## config.mk

```make
export PLATFORM = sky130hd
export DESIGN_NAME = dfr_sequencer_flat
export DESIGN_NICKNAME = d
export VERILOG_FILES = /design/src/rtl/dfr_pkg.sv /design/src/rtl/dfr_sequencer_if.sv /design/src/rtl/dfr_nested_counter.sv /design/src/rtl/dfr_sequencer.sv /design/src/flat_wrapper.sv
export SDC_FILE = /design/constraint.sdc
export NUM_CORES = 1
export LEC_CHECK = 0
export CORE_MARGIN = 5
export CORE_UTILIZATION = 50
export DETAILED_ROUTE_END_ITERATION = 10
export DONT_BUFFER_PORTS = 1
export PLACE_DENSITY = 0.75
export SLEW_MARGIN = 20
export SYNTH_ARGS = -nofsm -noshare
export SYNTH_HDL_FRONTEND = slang
export SYNTH_SLANG_ARGS = --single-unit
```

## constraint.sdc

```tcl
create_clock -name S_AXI_ACLK -period 4.6 [get_ports S_AXI_ACLK]
set_input_delay 0 -clock S_AXI_ACLK [delete_from_list [all_inputs] [get_ports S_AXI_ACLK]]
set_output_delay 0 -clock S_AXI_ACLK [all_outputs]
set_load 0.01 [all_outputs]
```

## src/rtl/dfr_pkg.sv

```systemverilog
// Shared types for the DFR run sequencer, reservoir datapath and readout.
package dfr_pkg;

  // Run phase as seen by the datapath and readout blocks.
  typedef enum logic [1:0] {
    PHASE_IDLE  = 2'd0,
    PHASE_INIT  = 2'd1,
    PHASE_TRAIN = 2'd2,
    PHASE_TEST  = 2'd3
  } phase_t;

  // Sequencer FSM states.
  typedef enum logic [2:0] {
    S_IDLE = 3'd0,
    S_LOAD = 3'd1,
    S_STEP = 3'd2,
    S_NEXT = 3'd3,
    S_DONE = 3'd4
  } state_t;

  // First phase after cur whose sample count is nonzero; PHASE_IDLE if none is left.
  function automatic phase_t next_phase(input phase_t cur, input logic init_nz,
                                        input logic train_nz, input logic test_nz);
    phase_t np;
    np = PHASE_IDLE;
    case (cur)
      PHASE_IDLE: begin
        if (init_nz)       np = PHASE_INIT;
        else if (train_nz) np = PHASE_TRAIN;
        else if (test_nz)  np = PHASE_TEST;
      end
      PHASE_INIT: begin
        if (train_nz)      np = PHASE_TRAIN;
        else if (test_nz)  np = PHASE_TEST;
      end
      PHASE_TRAIN: begin
        if (test_nz)       np = PHASE_TEST;
      end
      default:             np = PHASE_IDLE;
    endcase
    return np;
  endfunction

endpackage

```

## src/rtl/dfr_sequencer_if.sv

```systemverilog
// Sequencer <-> reservoir datapath signals.
// Handshake: step_req rises when a step is issued and stays high until the cycle in
// which step_ack is also high; that cycle completes the step. step_ack while step_req
// is low has no effect. sample_load is a single-cycle strobe qualified by
// sample_mem_addr in the same cycle. capture_en marks steps whose state is recorded.
interface dfr_sequencer_if #(
  parameter int ADDR_W = 16
);
  logic              sample_load;
  logic [ADDR_W-1:0] sample_mem_addr;
  logic              step_req;
  logic              step_ack;
  logic              capture_en;

  modport master (
    output sample_load, sample_mem_addr, step_req, capture_en,
    input  step_ack
  );

  modport slave (
    input  sample_load, sample_mem_addr, step_req, capture_en,
    output step_ack
  );
endinterface

```

## src/rtl/dfr_nested_counter.sv

```systemverilog
// Step-within-sample / sample-within-phase counter pair with captured limits.
module dfr_nested_counter #(
  parameter int CNT_W = 32
) (
  input  logic             S_AXI_ACLK,
  input  logic             S_AXI_ARESETN,
  input  logic             clear,
  input  logic             set_steps,
  input  logic [CNT_W-1:0] steps_in,
  input  logic             start_phase,
  input  logic [CNT_W-1:0] samples_in,
  input  logic             inc_step,
  input  logic             inc_sample,
  output logic [CNT_W-1:0] step_idx,
  output logic [CNT_W-1:0] sample_idx,
  output logic             last_step,
  output logic             last_sample
);
  localparam logic [CNT_W-1:0] ONE = CNT_W'(1);

  logic [CNT_W-1:0] step_lim_q;
  logic [CNT_W-1:0] sample_lim_q;

  // Limits: steps captured once per run (0 means 1), samples once per phase.
  always_ff @(posedge S_AXI_ACLK or negedge S_AXI_ARESETN) begin
    if (!S_AXI_ARESETN) begin
      step_lim_q   <= '0;
      sample_lim_q <= '0;
    end else if (clear) begin
      step_lim_q   <= '0;
      sample_lim_q <= '0;
    end else begin
      if (set_steps)   step_lim_q   <= (steps_in == '0) ? ONE : steps_in;
      if (start_phase) sample_lim_q <= samples_in;
    end
  end

  // Index counters: a new sample restarts the step index, a new phase restarts both.
  always_ff @(posedge S_AXI_ACLK or negedge S_AXI_ARESETN) begin
    if (!S_AXI_ARESETN) begin
      step_idx   <= '0;
      sample_idx <= '0;
    end else if (clear || start_phase) begin
      step_idx   <= '0;
      sample_idx <= '0;
    end else if (inc_sample) begin
      step_idx   <= '0;
      sample_idx <= sample_idx + ONE;
    end else if (inc_step) begin
      step_idx   <= step_idx + ONE;
    end
  end

  // idx < lim always holds while counting, so idx + 1 cannot wrap.
  assign last_step   = (step_idx + ONE) >= step_lim_q;
  assign last_sample = (sample_idx + ONE) >= sample_lim_q;

endmodule

```

## src/rtl/dfr_sequencer.sv

```systemverilog
// Sequences one DFR run through INIT, TRAIN and TEST phases of sample loads and steps.
module dfr_sequencer
  import dfr_pkg::*;
#(
  parameter int ADDR_W = 16,
  parameter int CNT_W  = 32
) (
  input  logic               S_AXI_ACLK,
  input  logic               S_AXI_ARESETN,
  input  logic               start,
  input  logic               abort,
  input  logic [CNT_W-1:0]   num_init_samples,
  input  logic [CNT_W-1:0]   num_train_samples,
  input  logic [CNT_W-1:0]   num_test_samples,
  input  logic [CNT_W-1:0]   num_steps_per_sample,
  output logic               busy,
  output logic               done,
  output phase_t             phase,
  output logic [CNT_W-1:0]   sample_idx,
  output logic [CNT_W-1:0]   step_idx,
  output state_t             state_dbg,
  dfr_sequencer_if.master    dp
);
  state_t            state_q, state_d;
  phase_t            phase_q, phase_d;
  logic [ADDR_W-1:0] addr_q;
  logic [CNT_W-1:0]  init_q, train_q, test_q;
  logic [CNT_W-1:0]  c_init, c_train, c_test, np_cnt;
  phase_t            np;
  logic              latch, clr, set_steps, start_phase, inc_step, inc_sample;
  logic              addr_clr, addr_inc, last_step, last_sample;

  dfr_nested_counter #(.CNT_W(CNT_W)) u_cnt (
    .S_AXI_ACLK    (S_AXI_ACLK),
    .S_AXI_ARESETN (S_AXI_ARESETN),
    .clear         (clr),
    .set_steps     (set_steps),
    .steps_in      (num_steps_per_sample),
    .start_phase   (start_phase),
    .samples_in    (np_cnt),
    .inc_step      (inc_step),
    .inc_sample    (inc_sample),
    .step_idx      (step_idx),
    .sample_idx    (sample_idx),
    .last_step     (last_step),
    .last_sample   (last_sample)
  );

  // Phase lookahead: live inputs while idle, captured counts once running.
  always_comb begin
    c_init  = (state_q == S_IDLE) ? num_init_samples  : init_q;
    c_train = (state_q == S_IDLE) ? num_train_samples : train_q;
    c_test  = (state_q == S_IDLE) ? num_test_samples  : test_q;
    np      = next_phase((state_q == S_IDLE) ? PHASE_IDLE : phase_q,
                         c_init != '0, c_train != '0, c_test != '0);
    case (np)
      PHASE_INIT:  np_cnt = c_init;
      PHASE_TRAIN: np_cnt = c_train;
      PHASE_TEST:  np_cnt = c_test;
      default:     np_cnt = '0;
    endcase
  end

  // Next-state and control decode; abort outranks everything outside IDLE.
  always_comb begin
    state_d     = state_q;
    phase_d     = phase_q;
    latch       = 1'b0;
    clr         = 1'b0;
    set_steps   = 1'b0;
    start_phase = 1'b0;
    inc_step    = 1'b0;
    inc_sample  = 1'b0;
    addr_clr    = 1'b0;
    addr_inc    = 1'b0;
    if (state_q != S_IDLE && abort) begin
      state_d  = S_IDLE;
      phase_d  = PHASE_IDLE;
      clr      = 1'b1;
      addr_clr = 1'b1;
    end else begin
      case (state_q)
        S_IDLE: begin
          if (start && !abort) begin
            latch     = 1'b1;
            set_steps = 1'b1;
            addr_clr  = 1'b1;
            if (np == PHASE_IDLE) begin
              state_d = S_DONE;
            end else begin
              phase_d     = np;
              start_phase = 1'b1;
              state_d     = S_LOAD;
            end
          end
        end
        S_LOAD: state_d = S_STEP;
        S_STEP: if (dp.step_ack) state_d = S_NEXT;
        S_NEXT: begin
          if (!last_step) begin
            inc_step = 1'b1;
            state_d  = S_STEP;
          end else if (!last_sample) begin
            inc_sample = 1'b1;
            addr_inc   = 1'b1;
            state_d    = S_LOAD;
          end else if (np != PHASE_IDLE) begin
            phase_d     = np;
            start_phase = 1'b1;
            addr_inc    = 1'b1;
            state_d     = S_LOAD;
          end else begin
            phase_d  = PHASE_IDLE;
            clr      = 1'b1;
            addr_clr = 1'b1;
            state_d  = S_DONE;
          end
        end
        S_DONE: begin
          clr      = 1'b1;
          addr_clr = 1'b1;
          state_d  = S_IDLE;
        end
        default: begin
          phase_d = PHASE_IDLE;
          clr     = 1'b1;
          state_d = S_IDLE;
        end
      endcase
    end
  end

  // State, phase, global sample address and captured phase counts.
  always_ff @(posedge S_AXI_ACLK or negedge S_AXI_ARESETN) begin
    if (!S_AXI_ARESETN) begin
      state_q <= S_IDLE;
      phase_q <= PHASE_IDLE;
      addr_q  <= '0;
      init_q  <= '0;
      train_q <= '0;
      test_q  <= '0;
    end else begin
      state_q <= state_d;
      phase_q <= phase_d;
      if (addr_clr)      addr_q <= '0;
      else if (addr_inc) addr_q <= addr_q + 1'b1;
      if (latch) begin
        init_q  <= num_init_samples;
        train_q <= num_train_samples;
        test_q  <= num_test_samples;
      end
    end
  end

  assign busy               = (state_q != S_IDLE);
  assign done               = (state_q == S_DONE);
  assign phase              = phase_q;
  assign state_dbg          = state_q;
  assign dp.sample_load     = (state_q == S_LOAD);
  assign dp.step_req        = (state_q == S_STEP);
  assign dp.sample_mem_addr = addr_q;
  assign dp.capture_en      = (state_q == S_STEP) &&
                              (phase_q == PHASE_TRAIN || phase_q == PHASE_TEST);

endmodule

```

## src/flat_wrapper.sv

```systemverilog
// flat-port wrapper written by rule: the top's interface ports become plain ports
module dfr_sequencer_flat import dfr_pkg::*;
#(
  parameter int ADDR_W = 16,
  parameter int CNT_W  = 32
)
  (S_AXI_ACLK, S_AXI_ARESETN, start, abort, num_init_samples, num_train_samples, num_test_samples, num_steps_per_sample, busy, done, phase, sample_idx, step_idx, state_dbg, dp_sample_load, dp_sample_mem_addr, dp_step_req, dp_capture_en, dp_step_ack);
  dfr_sequencer_if #(.ADDR_W(ADDR_W)) dp_i ();
  input  logic S_AXI_ACLK;
  input  logic S_AXI_ARESETN;
  input  logic start;
  input  logic abort;
  input  logic [CNT_W-1:0] num_init_samples;
  input  logic [CNT_W-1:0] num_train_samples;
  input  logic [CNT_W-1:0] num_test_samples;
  input  logic [CNT_W-1:0] num_steps_per_sample;
  output logic busy;
  output logic done;
  output phase_t phase;
  output logic [CNT_W-1:0] sample_idx;
  output logic [CNT_W-1:0] step_idx;
  output state_t state_dbg;
  output wire logic [$bits(dp_i.sample_load)-1:0] dp_sample_load;
  output wire logic [$bits(dp_i.sample_mem_addr)-1:0] dp_sample_mem_addr;
  output wire logic [$bits(dp_i.step_req)-1:0] dp_step_req;
  output wire logic [$bits(dp_i.capture_en)-1:0] dp_capture_en;
  input wire logic [$bits(dp_i.step_ack)-1:0] dp_step_ack;
  assign dp_sample_load = dp_i.sample_load;
  assign dp_sample_mem_addr = dp_i.sample_mem_addr;
  assign dp_step_req = dp_i.step_req;
  assign dp_capture_en = dp_i.capture_en;
  assign dp_i.step_ack = dp_step_ack;
  dfr_sequencer #(.ADDR_W(ADDR_W), .CNT_W(CNT_W)) u_core (.S_AXI_ACLK(S_AXI_ACLK), .S_AXI_ARESETN(S_AXI_ARESETN), .start(start), .abort(abort), .num_init_samples(num_init_samples), .num_train_samples(num_train_samples), .num_test_samples(num_test_samples), .num_steps_per_sample(num_steps_per_sample), .busy(busy), .done(done), .phase(phase), .sample_idx(sample_idx), .step_idx(step_idx), .state_dbg(state_dbg), .dp(dp_i));
endmodule
```

==> results of run 1 <==
[logic make-up after synthesis]
| kind of cell | count (synthesis) |
|---|---|
| buffers and inverters | 168 |
| flip-flops | 245 |
| XOR/XNOR | 121 |
| AO/OA/AOI/OAI | 240 |
| multiplexers | 69 |
| adder cells (fa/ha/maj) | 67 |
| AND/OR/NAND/NOR | 911 |
[sequential cells by signal, indices dropped and copies added, names as in the netlist]
register,cells
u_core.dp.sample_mem_addr,16
u_core.init_q,32
u_core.u_cnt.step_lim_q,32
u_core.test_q,32
u_core.u_cnt.step_idx,32
u_core.train_q,32
u_core.u_cnt.sample_idx,32
u_core.phase,2
u_core.u_cnt.sample_lim_q,32
u_core.state_dbg,3
[synth_stat cells, types with 3 or more instances]
cell	instances
xor2_1	64
o211ai_1	3
clkbuf_1	66
o21ai_0	19
ha_1	67
o22ai_1	32
nand2_1	517
nor4_1	63
buf_1	7
a21o_1	12
mux2i_1	67
a21bo_2	3
or4_1	3
inv_1	73
buf_2	19
nand3_1	57
nand3b_1	6
nand4_1	36
dfrtp_1	245
nor3b_1	5
xnor2_1	57
nor3_1	15
or2_2	3
a211oi_2	8
nor2b_1	7
o31ai_1	3
or3_1	14
a211oi_1	33
and3_1	18
nor2_1	144
a21oi_1	104
and2_1	9
a2111oi_0	6
[cell type report]
cell class              instances  share of cell area
multi-input cells            1408               0.460
well taps                     390              0.0270
clock inverters                13             0.00539
flip-flops and latches        245               0.339
inverters                      74              0.0153
repair buffers                215               0.110
diodes                          1            0.000138
clock buffers                  37              0.0429
[power by group through the flow]
stage / Combinational, mW / Sequential [mW] / Clock, mW
floorplan: 1.66 / 2.97 / 0
global route: 2.64 / 3.15 / 2.26
global placement: 2.10 / 3.07 / 0
detailed placement: 2.17 / 3.10 / 0
CTS: 2.30 / 3.07 / 2.17
finish: 2.38 / 3.09 / 2.15
[through the flow]
stage / std cells / util / hold slack (ns) / TNS [ns]
after global placement: 2197 / 0.530 / -0.279 / 0
final: 2383 / 0.611 / -0.853 / 0
after CTS: 2378 / 0.605 / -0.864 / 0
after global routing: 2383 / 0.611 / -0.867 / -0.133
after floorplan: 1821 / - / -0.296 / 0
after detailed placement: 2197 / 0.530 / -0.281 / -0.228
[path summary, 6_finish.rpt]
path | from | endpoint | slack (ns) | cells past startpoint
setup reg to reg | u_core.u_cnt.sample_idx[8] | u_core.u_cnt.step_idx[7] | 0.18 | 14
min in group S_AXI_ACLK | abort | u_core.phase[1] | 0.01 | 4
max in group asynchronous | S_AXI_ARESETN | u_core.u_cnt.sample_idx[18] | 5.03 | 0
hold reg to reg | u_core.train_q[19] | u_core.train_q[19] | 0.51 | 2
hold / removal | S_AXI_ARESETN | u_core.train_q[2] | -0.85 | 0
setup / recovery | u_core.u_cnt.sample_idx[8] | u_core.u_cnt.step_idx[7] | 0.18 | 14
[cell usage in the layout (no fill, tap or decap), types with 7 or more instances in the layout]
cell type,instances
nor2_1,140
xnor2_1,57
and3_1,17
ha_1,67
inv_1,73
a21o_1,12
nand3_1,55
a21oi_1,104
nor3_1,13
clkbuf_16,30
dlygate4sd3_1,131
nand4_1,36
and2_1,9
a211oi_1,32
o21ai_0,18
o22ai_1,32
or3_1,14
dfrtp_1,244
xor2_1,63
buf_4,80
mux2i_1,67
a211oi_2,9
nor4_1,62
nand2_1,516
nor2b_1,7
clkinv_2,9
[metal layers]
layer	track usage	vias to the layer above	wire (microns)
li1	-	6517	-
met2	0.424	776	21300
met4	0.104	0	2140
met1	0.377	6741	19600
met3	0.0603	154	4530
met5	0	-	0
[timing repair]
| action | in CTS | in global routing |
|---|---|---|
| endpoints found under the setup margin | 17 | 147 |
| gates resized for setup | 4 | 35 |
| cloned | 0 | 1 |
| setup buffers | 0 | 3 |
| pin swaps | 0 | 5 |
| hold endpoints to repair | 447 | 245 |
==> results, run 1 <==
- The clock net sink count is 245.
- After detailed routing, the average wire length per cell comes to 20.0 microns.
- For this run, asynchronously set or reset flops after synthesis account for 1.00.
- The placed instances occupy a cell area of 15700 sq um.
- Global routing finished with a remaining overflow of 0.
- Of all cell types, the one taking the most synthesized area is dfrtp_1.
- Together, buffers and inverters on the worst path number 1.
- With fillers left out, the area of the finished cells amounts to 18100 sq um.
- The flow ran to the end, but the final reports show violations.
- The remaining design rule violation count is 0.
- In this run, post-CTS hold repair placed 131 buffers.
- Hold timing on the final database bottoms out at a slack of -0.853 ns.
- The die is 183 microns tall.
- The die is 183 microns wide.
- Setup repair after global routing could not meet its margin everywhere.
- The part of the power in registers is 0.406.
- Setup violations remaining at the end of the flow were counted as 0.
- The sequential area share after synthesis is 0.410.
- The highest achievable clock rate is 226 MHz.
- The maximum root-to-sink buffer count is 3.
- Once detail routing completed, the nets flagged for antenna violations numbered 0.
- The total number of yosys warnings is 0.
- The category of the worst setup path launch point is a flip-flop.
- Routability-driven placement finished with a final weighted congestion of 0.927.
- The worst supply voltage drop on vdd is 0.355 mV.
- The worst relative slew slack is 0.273.
- The first-pass iteration count of the detailed router is 6.
- The overall power of the completed layout is 7.63 mW.
- The most frequently used flop master after synthesis is dfrtp_1.
- The routed layout has 14200 vias.
- For this design the static power due to leakage is 8.72 nW.
- The count of buffers added on input and output ports is 0.
- The count of different cell masters after synthesis is 60.
- The compound-gate portion of the synthesized area was 0.103.
- The number of levels in the clock H-tree is 1.
- STA classifies the critical path endpoint as a flip-flop.
- The area of the core region is 29600 sq um.
- The final net count is 2172.
- Of the post-synthesis cell area, the part taken by muxes is 0.0463.
- The area growth from synthesis to layout is 20.9%.
- For the pin with the worst max-slew slack, the measured transition is 1.09 ns.
- The final reports fail on negative hold slack.
- The via count of the first global-routing pass came to 13900.
- The number of nets in the synthesized netlist is 2021.
- The peak fanout along the critical path is 32.
- The critical path goes through nand2_1 > or4_4 > nor2_2 > nor4b_4 > buf_4 > xor2_1 > ha_1 > and4_1 > a221o_1 > a2111o_1 > a21o_1 > a221o_4 > nand2b_4 > nor2_1.
- The share of total power dissipated in the clock network is 0.282.
- Data arrives at the worst endpoint at 4.88 ns.
- The later pin in the worst-skew pair is clocked with a latency of 0.56 ns.
- The effective utilization at floorplan is 0.505.
- The multi-input combinational cells in the finished layout cover a total of 8330 sq um.
- The number of hold violations in the final report is 245.
- The share of total power dissipated in combinational logic is 0.313.
- Clock-pin slew was measured on the worst setup and hold paths at 0.07 ns.
- The power per cell area is 421 nW/um^2.
- The synthesized netlist cell count is 1821.
- Of the total synthesized cell area, the portion taken by XOR and XNOR cells is 0.0708.
- The fraction of the mapped netlist area in simple logic gates is 0.270.
- After synthesis, the largest family of logic cells by area is simple AND/OR/NAND/NOR gates.
- In the post-synthesis netlist, the biggest area contributors are dfrtp_1 41%, nand2_1 13%, ha_1 5.6%.
- The number of DRC markers in iteration 0 is 1336.
- Pin placement for this block handled 223 I/O pins.
- The number of antenna violations at the first check in global routing is 1.
- Among cell families on the critical path, the largest total delay comes from simple AND/OR/NAND/NOR gates.
- The internal cell power is 4.82 mW.
- The die area is 33500 sq um.
- The cell type of the slowest stage on the worst timing path is or4_4.
- The switching power is 2.81 mW.
- The routed design has 47.6 mm of wire.
- The worst setup margin is 0.180 ns.
- In the routed layout, each cell is associated on average with a via count of 5.95.
- The biggest cell delay along the critical path is 0.56 ns.
- The first-pass GRT wire length is 75.1 mm.
- The tree is rooted in a clkbuf_16.
- The number of rows in the core area is 63.
- The count of flip-flops with a built-in enable after synthesis is 0.
- Of the total synthesized cell area, the portion taken by full adders, half adders and majority gates is 0.0560.
- The number of maximum-capacitance constraint violations is 0.
- The total routing resource utilization after global routing is 0.273.
- Clock tree synthesis inserted a total of 28 buffers.
- Each instance of the synthesized netlist takes up on average 8.22 sq um.
- The share of the cycle needed by the critical path after routing is 0.961.
- Of the total power, the share spent switching nets is 0.368.
- Synthesis inferred 245 register bits.
- TritonCTS built the clock tree.
- The maximum number of pins on one net before global-route repair is 246.
- The filler cells instantiated in the layout total 2451.
- The ratio of cells with drive above 1 in the final layout is 0.0909.
- The critical path is of the reg2reg type.
- The max-slew violation total from the final report was 0.
- The worst-case clock skew is 0.0213 ns.
- The detailed-placement wirelength estimate is 31.4 mm.
- In this run the worst hold path is classified as in2async.
- Timing analysis after detailed placement gives a worst setup slack of -0.0834 ns.
- After layout, the minimum clock period comes to 4.42 ns.
- The netlist area before placement is 15000 sq um.
- The area share of the leading cell type in the synthesized netlist is 0.410.
- Across the whole layout, storage elements account for 6130 sq um.
- The required time at the endpoint of the critical path is 5.06 ns.
Power figures use the tool's default switching activity.
==> inputs of run 2 (changes only) <==
--- a/config.mk
+++ b/config.mk
@@ -5,6 +5,7 @@
 export SDC_FILE = /design/constraint.sdc
 export NUM_CORES = 1
 export LEC_CHECK = 0
+export ABC_AREA = 1
 export CORE_MARGIN = 5
 export CORE_UTILIZATION = 50
 export DETAILED_ROUTE_END_ITERATION = 10
==> results, run 2 <==
- The number of CTS-inserted buffers is 29 (+3.6%).
- The checks that failed: negative hold slack.
- The total number of yosys warnings is 0 (unchanged).
- The horizontal die dimension came to 190 microns (+3.8%).
- The leakage power total is 9.66 nW (+11%).
- In the layout the commonest cells are 691 x nand2_1, 260 x inv_1, 257 x nor2_1, 242 x dfrtp_1, 233 x nand3_1.
- The count of different cell masters after synthesis came to 37 (-38%).
- The clock-pin slew on the worst setup and hold paths is 0.06 ns (about the same).
- The total routing resource utilization after global routing is 0.282 (+0.00887).
- The die area was 36100 sq um (+7.7%).
- The detailed-placement wirelength estimate is 36.4 mm (+16%).
- The remaining design rule violation count was 0 (unchanged).
- The count of input and output buffers is 0 (unchanged).
- The first-pass GRT wire length came to 83.1 mm (+11%).
- The slack of the worst reg-to-reg path is 0.37 ns (+0.19 ns).
- The worst slack at placement is 0.0208 ns (+0.104 ns).
- The average wire per cell in the routed design is 17.9 microns (-10%).
- The number of levels in the clock H-tree is 1 (unchanged).
- The measured slew at the worst slew-check pin is 0.802 ns (-0.289 ns).
- The worst reg-to-reg path cell count came to 23 (+9).
- Of all cell types, the one taking the most synthesized area is dfrtp_1.
- The root buffer cell chosen for the clock tree is clkbuf_16.
- The area growth from synthesis to layout is 17.8%.
- The critical path launch point is u_core.u_cnt.step_idx[4].
- Following the worst setup path forward leads to its endpoint at u_core.u_cnt.step_lim_q[31].
- The number of maximum-capacitance constraint violations came to 0 (unchanged).
- The highest achievable clock rate was 237 MHz (+4.6%).
- The number of nets with antenna violations after routing is 0 (unchanged).
- The area of the core region is 32300 sq um (+8.9%).
- The required time at the endpoint of the critical path is 5.02 ns (-0.04 ns).
- The category of the worst setup path launch point is a flip-flop.
- The netlist area before placement is 16200 sq um (+8.2%).
- The flop and latch count out of synthesis is 245 (unchanged).
- The share of the cycle needed by the critical path after routing is 0.919 (-0.0423).
- The first-pass iteration count of the detailed router is 6 (unchanged).
- The final wirelength came to 52.3 mm (+9.9%).
- In the synthesized netlist, the cells that appear most often are 694 x nand2_1, 262 x nor2_1, 261 x inv_1.
- The type of the most critical hold path is in2async.
- The aggregate global routing overflow is 0 (unchanged).
- The count of flip-flops with a built-in enable after synthesis is 0 (unchanged).
- The area share of the leading cell type in the synthesized netlist is 0.379 (-0.0309).
- The number of hold-repair buffers added at the cts stage is 131 (unchanged).
- The most frequently used flop master after synthesis is dfrtp_1.
- The sequential area share after synthesis is 0.379 (-0.0309).
- The count of final setup violators is 0 (unchanged).
- The library cell used most frequently in the layout, excluding fill and tap cells, is nand2_1.
- The worst setup margin is 0.374 ns (+0.195 ns).
- The via-per-instance ratio was 5.59 (-6.2%).
- The number of rows in the core area came to 66 (+4.8%).
- The critical register-to-register path endpoint is u_core.u_cnt.step_lim_q[31].
- The routability-driven placement congestion ratio was 0.957 (+3.2%).
- The I/O pin count is 223 (unchanged).
- The share of the core filled with cells is 0.591 (-0.0196).
- The power per cell area is 579 nW/um^2 (+37%).
- The worst supply voltage drop on vdd was 0.394 mV (+11%).
- The effective utilization at floorplan is 0.502 (-0.00355).
- The critical path class is reg2reg.
- The number of DRC markers in iteration 0 was 1843 (+38%).
- The maximum root-to-sink buffer count is 3 (unchanged).
- The async set or reset register ratio after synthesis is 1.00 (unchanged).
- Yosys instantiated no cell more often than nand2_1.
- The worst-case clock skew is 0.0156 ns (-0.00564 ns).
- The clock latency of the later-clocked register in the worst-skew pair is 0.56 ns (about the same).
- The number of nets in the synthesized netlist is 2552 (+26%).
- The capturing element type of the critical path is a flip-flop.
- The max-slew violation total from the final report was 0 (unchanged).
- Setup repair after global routing could not meet its margin everywhere.
- The ratio of cells with drive above 1 in the final layout was 0.0593 (-0.0316).
- The via count of the first global-routing pass is 15400 (+11%).
- The via total after detailed routing is 16300 (+15%).
- The flow ran to the end, but the final reports show violations.
- The worst slack on hold paths came to -0.857 ns (-0.00431 ns).
- The average size of a mapped cell was 6.88 sq um (-16%).
- The fill cell instance count of the final layout is 2899 (+18%).
- The worst relative slew slack was 0.465 (+0.192).
- The worst endpoint data arrival time is 4.65 ns (-0.23 ns).
- By area the synthesized netlist is led by dfrtp_1 38%, nand2_1 16%, nand3_1 7.4%.
- The maximum number of pins on one net before global-route repair is 246 (unchanged).
- The number of antenna violations at the first check in global routing is 5 (+4).
- The CTS tree is yes.
- The number of hold violations in the final report is 245 (unchanged).
- The peak fanout along the critical path is 31 (-3.1%).
- The clock net sink count is 245 (unchanged).
- The synthesized netlist cell count is 2352 (+29%).
- The height of the die is 190 microns (+3.8%).
- The clock period minus final worst setup slack is 4.23 ns (-0.195 ns).
- The final net count is 2658 (+22%).
- The worst flop-to-flop path startpoint is u_core.u_cnt.step_idx[4].
-- run 2: changes by cell type in the layout (fill, tap and decap cells not counted), moves of 28 or more --
cell	delta
buf_4	-28
o21ai_0	+55
xnor2_1	-53
nand2_1	+175
o22ai_1	-32
mux2i_1	-58
a211oi_1	-32
nand3_1	+178
nor2_1	+117
o21ai_1	+47
inv_1	+187
nor4_1	-44
nand3b_1	+44
-- run 2: how the worst min path moves through the flow --
stage / cells after the start / endpoint / slack [ns]
2_1_floorplan: 0 / u_core.dp.sample_mem_addr[0] / -0.30
4_1_cts: 0 / u_core.u_cnt.step_idx[17] / -0.88
5_1_grt: 0 / u_core.u_cnt.step_idx[14] / -0.88
3_5_place_dp: 0 / u_core.u_cnt.step_idx[14] / -0.29
6_report: 0 / u_core.u_cnt.step_idx[11] / -0.86
3_3_place_gp: 0 / u_core.u_cnt.step_idx[14] / -0.29
-- run 2: cell families after synthesis --
logic type,Yosys count,share of synthesized area
compound gates,220,0.0696
fa+ha+maj,67,0.0518
mux,9,0.00556
flops,245,0.379
buf+inv,379,0.0960
simple gates,1384,0.373
xor+xnor,48,0.0260
-- run 2: repair_timing --
action,CTS,global route
gates resized for setup,0,21
buffers inserted,0,5
endpoints found under the hold margin,406,245
setup endpoints to repair,0,145
-- run 2: cell type report --
type / instances / area, sq um / area share
multi-input combinational: 1728 / 8610 / 0.451
inverter: 264 / 991 / 0.0519
timing repair buffer: 190 / 1840 / 0.0965
clock inverter: 10 / 113 / 0.00590
antenna: 5 / 12.5 / 0.000656
clock buffer: 42 / 825 / 0.0432
sequential: 245 / 6130 / 0.321
tap: 442 / 553 / 0.0290
-- run 2: critical path, cell delays in order (launching register included) --
cell,delay [ns]
dfrtp_1,0.35
nand2_1,0.09
nor2_2,0.25
nand4_1,0.21
nor2_1,0.18
nand4_1,0.21
nor3_2,0.22
nand3_1,0.17
xor2_1,0.21
inv_1,0.07
ha_1,0.30
nand2_1,0.07
nor2_1,0.17
nand4_1,0.12
nor2_2,0.16
nand4_1,0.13
nand3_2,0.15
nand2_1,0.09
nor2_1,0.15
nand4_2,0.14
and2_4,0.23
nand2_1,0.11
buf_12,0.20
o21ai_0,0.11
-- run 2: metrics by stage --
step	total power [mW]	setup TNS [ns]	cell area, sq um	std cells
detailed placement	8.45	0	16700	2733
finish	11.0	0	19100	2926
global placement	8.32	0	16700	2733
floorplan	6.98	0	16200	2352
global route	11.8	-0.667	19100	2926
CTS	10.9	0	19000	2916
-- run 2: layer usage --
metal	vias to the layer above	global-route usage	routed length, microns
met4	0	0.114	2560
met5	-	0	0
met3	171	0.0439	4260
li1	7784	-	-
met1	7622	0.388	21900
met2	769	0.449	23600
-- run 2: where the power goes --
group / internal (mW) / total, mW / switching, mW
clock: 1.35 / 2.28 / 0.930
sequential: 2.82 / 3.18 / 0.356
combinational: 1.73 / 5.59 / 3.86
total: 5.90 / 11.0 / 5.15
==> inputs of run 3 (changes only) <==
--- a/config.mk
+++ b/config.mk
@@ -6,11 +6,12 @@
 export NUM_CORES = 1
 export LEC_CHECK = 0
 export ABC_AREA = 1
-export CORE_MARGIN = 5
-export CORE_UTILIZATION = 50
+export CORE_ASPECT_RATIO = 1.25
+export CORE_MARGIN = 3
+export CORE_UTILIZATION = 44
 export DETAILED_ROUTE_END_ITERATION = 10
 export DONT_BUFFER_PORTS = 1
-export PLACE_DENSITY = 0.75
+export PLACE_DENSITY = 0.68
 export SLEW_MARGIN = 20
 export SYNTH_ARGS = -nofsm -noshare
 export SYNTH_HDL_FRONTEND = slang
==> results, run 3 (synthesis gave the netlist of run 2 again) <==
- The worst-case clock skew is 0.0239 ns (+0.00823 ns).
- The worst endpoint data arrival time is 4.69 ns (+0.04 ns).
- The required time at the endpoint of the critical path was 5.05 ns (+0.03 ns).
- The peak fanout along the critical path came to 26 (-16%).
- Leaving out fill and tap cells, the most frequent cell in the layout is nand2_1.
- The die area is 39200 sq um (+8.5%).
- The measured slew at the worst slew-check pin was 0.887 ns (+0.0847 ns).
- The remaining design rule violation count is 0 (unchanged).
- The area of the core region is 35800 sq um (+11%).
- The type of the most critical hold path is in2async.
- The number of hold-repair buffers added at the cts stage is 131 (unchanged).
- The maximum root-to-sink buffer count was 3 (unchanged).
- The number of DRC markers in iteration 0 was 1408 (-24%).
- The clock latency of the later-clocked register in the worst-skew pair came to 0.57 ns (about the same).
- The first-pass GRT wire length was 82.7 mm (-0.51%).
- The aggregate global routing overflow is 0 (unchanged).
- The clock period minus final worst setup slack is 4.24 ns (+0.0146 ns).
- The max-slew violation total from the final report is 0 (unchanged).
- The number of antenna violations at the first check in global routing was 0 (-5).
- The leakage power total came to 9.68 nW (+0.31%).
- The final net count was 2654 (-0.15%).
- The maximum number of pins on one net before global-route repair is 246 (unchanged).
- The tree is rooted in a clkbuf_16.
- The via-per-instance ratio is 5.43 (-2.8%).
- The number of maximum-capacitance constraint violations was 0 (unchanged).
- The number of nets with antenna violations after routing is 0 (unchanged).
- The count of input and output buffers is 0 (unchanged).
- The effective utilization at floorplan is 0.452 (-0.0497).
- The average wire per cell in the routed design is 17.8 microns (-0.39%).
- The count of final setup violators is 0 (unchanged).
- The via count of the first global-routing pass is 15600 (+1.3%).
- The final wirelength is 52.5 mm (+0.43%).
- The worst supply voltage drop on vdd is 0.460 mV (+17%).
- The first-pass iteration count of the detailed router is 6 (unchanged).
- The detailed-placement wirelength estimate is 37.4 mm (+2.8%).
- The number of hold violations in the final report was 245 (unchanged).
- The antenna diode count is 0 (-5).
- The run finished, with violations left.
- The CTS tree is yes.
- The worst slack on hold paths was -0.861 ns (-0.00384 ns).
- The highest achievable clock rate is 236 MHz (-0.35%).
- The share of the cycle needed by the critical path after routing was 0.922 (+0.00318).
- The ratio of cells with drive above 1 in the final layout is 0.0602 (+0.000880).
- The worst relative slew slack is 0.408 (-0.0565).
- The checks that failed: negative hold slack.
- The area growth from synthesis to layout is 18.5%.
- The number of levels in the clock H-tree was 1 (unchanged).
- The total routing resource utilization after global routing is 0.263 (-0.0191).
- The height of the die is 220 microns (+16%).
- The critical path in this run is classified as reg2reg.
- The power per cell area was 585 nW/um^2 (+1.1%).
- The via total after detailed routing is 16000 (-2.0%).
- The overall power of the completed layout is 11.2 mW (+1.7%).
- The clock net sink count was 245 (unchanged).
- The horizontal die dimension was 178 microns (-6.5%).
- The number of rows in the core area is 77 (+17%).
- The category of the worst setup path launch point is a flip-flop.
- The I/O pin count is 223 (unchanged).
- The clock-pin slew on the worst setup and hold paths is 0.06 ns (about the same).
- In the layout the commonest cells are 690 x nand2_1, 260 x inv_1, 253 x nor2_1, 245 x dfrtp_1, 234 x nand3_1.
- The routability-driven placement congestion ratio was 1.03 (+7.4%).
- The capturing element type of the critical path is a flip-flop.
- The number of CTS-inserted buffers is 28 (-3.4%).
==> run 3: cell types whose count changed in the layout (fill, tap and decap cells not counted), moves of 4 or more <==
cell      delta
nor2_1       -4
diode_2      -5
clkbuf_1     -5
nor2_2       +4
buf_4        -7
==> run 3: repair_timing <==
item | in CTS | in global routing
endpoints found under the hold margin | 408 | 245
buffers inserted | 0 | 3
gates resized for setup | 1 | 24
setup endpoints to repair | 2 | 146
gates cloned | 0 | 2
pin swaps | 0 | 1
==> run 3: report_power, final <==
| part | switching [mW] | internal, mW | leakage (nW) |
|---|---|---|---|
| registers | 0.352 | 2.82 | 3.24 |
| logic | 3.91 | 1.72 | 5.95 |
| clock network | 0.951 | 1.48 | 0.496 |
| total | 5.21 | 6.03 | 9.68 |
==> run 3: layer usage <==
| metal | part of all wire | wire length (microns) | track usage |
|---|---|---|---|
| met5 | 0 | 0 | 0 |
| met4 | 0.057 | 2970 | 0.138 |
| met3 | 0.061 | 3200 | 0.0407 |
| met2 | 0.48 | 25500 | 0.451 |
| met1 | 0.40 | 20900 | 0.319 |
==> run 3: layout make-up <==
| type | count | area [sq um] |
|---|---|---|
| tap | 474 | 593 |
| multi-input combinational | 1729 | 8620 |
| sequential | 245 | 6130 |
| clock buffer | 39 | 833 |
| timing repair buffer | 186 | 1850 |
| clock inverter | 13 | 174 |
| fill | 3443 | 16600 |
| inverter | 264 | 992 |
==> run 3: metrics by stage <==
step	area (sq um)	setup slack, ns	setup TNS (ns)	utilization	std cells
after floorplan	16200	0.674	0	-	2352
after global placement	16700	0.0923	0	0.467	2762
after detailed placement	16700	0.0650	0	0.467	2762
after CTS	19000	0.0578	0	0.531	2945
after global routing	19200	-0.00402	-0.00402	0.536	2950
final	19200	0.360	0	0.536	2950
==> run 3: final timing paths <==
kind	cells after the start	startpoint	slack [ns]	end
setup / recovery	22	u_core.u_cnt.sample_idx[0]	0.36	u_core.u_cnt.sample_lim_q[7]
hold / removal	0	S_AXI_ARESETN	-0.86	u_core.u_cnt.sample_idx[27]
setup reg to reg	22	u_core.u_cnt.sample_idx[0]	0.36	u_core.u_cnt.sample_lim_q[7]
hold reg to reg	2	u_core.test_q[31]	0.47	u_core.test_q[31]
max in group asynchronous	0	S_AXI_ARESETN	4.79	u_core.init_q[19]
min in group S_AXI_ACLK	5	num_init_samples[20]	0.01	u_core.u_cnt.sample_lim_q[20]
==> run 3: critical path, stage by stage (launching register included) <==
cell and delay (ns):
dfrtp_1 0.35, buf_4 0.16, and3_1 0.24, nand3_1 0.18, nor3_2 0.23, nand2_1 0.11
nor2_1 0.13, nand4_1 0.18, nor2_1 0.18, xor2_1 0.25, inv_1 0.08, ha_1 0.29
nand2_1 0.09, nor3_1 0.20, nand3_1 0.12, nor3_1 0.24, nor2_2 0.12, nor2_1 0.14
nand4_2 0.17, and2_4 0.24, buf_4 0.22, nand3_1 0.11, nand2_1 0.08
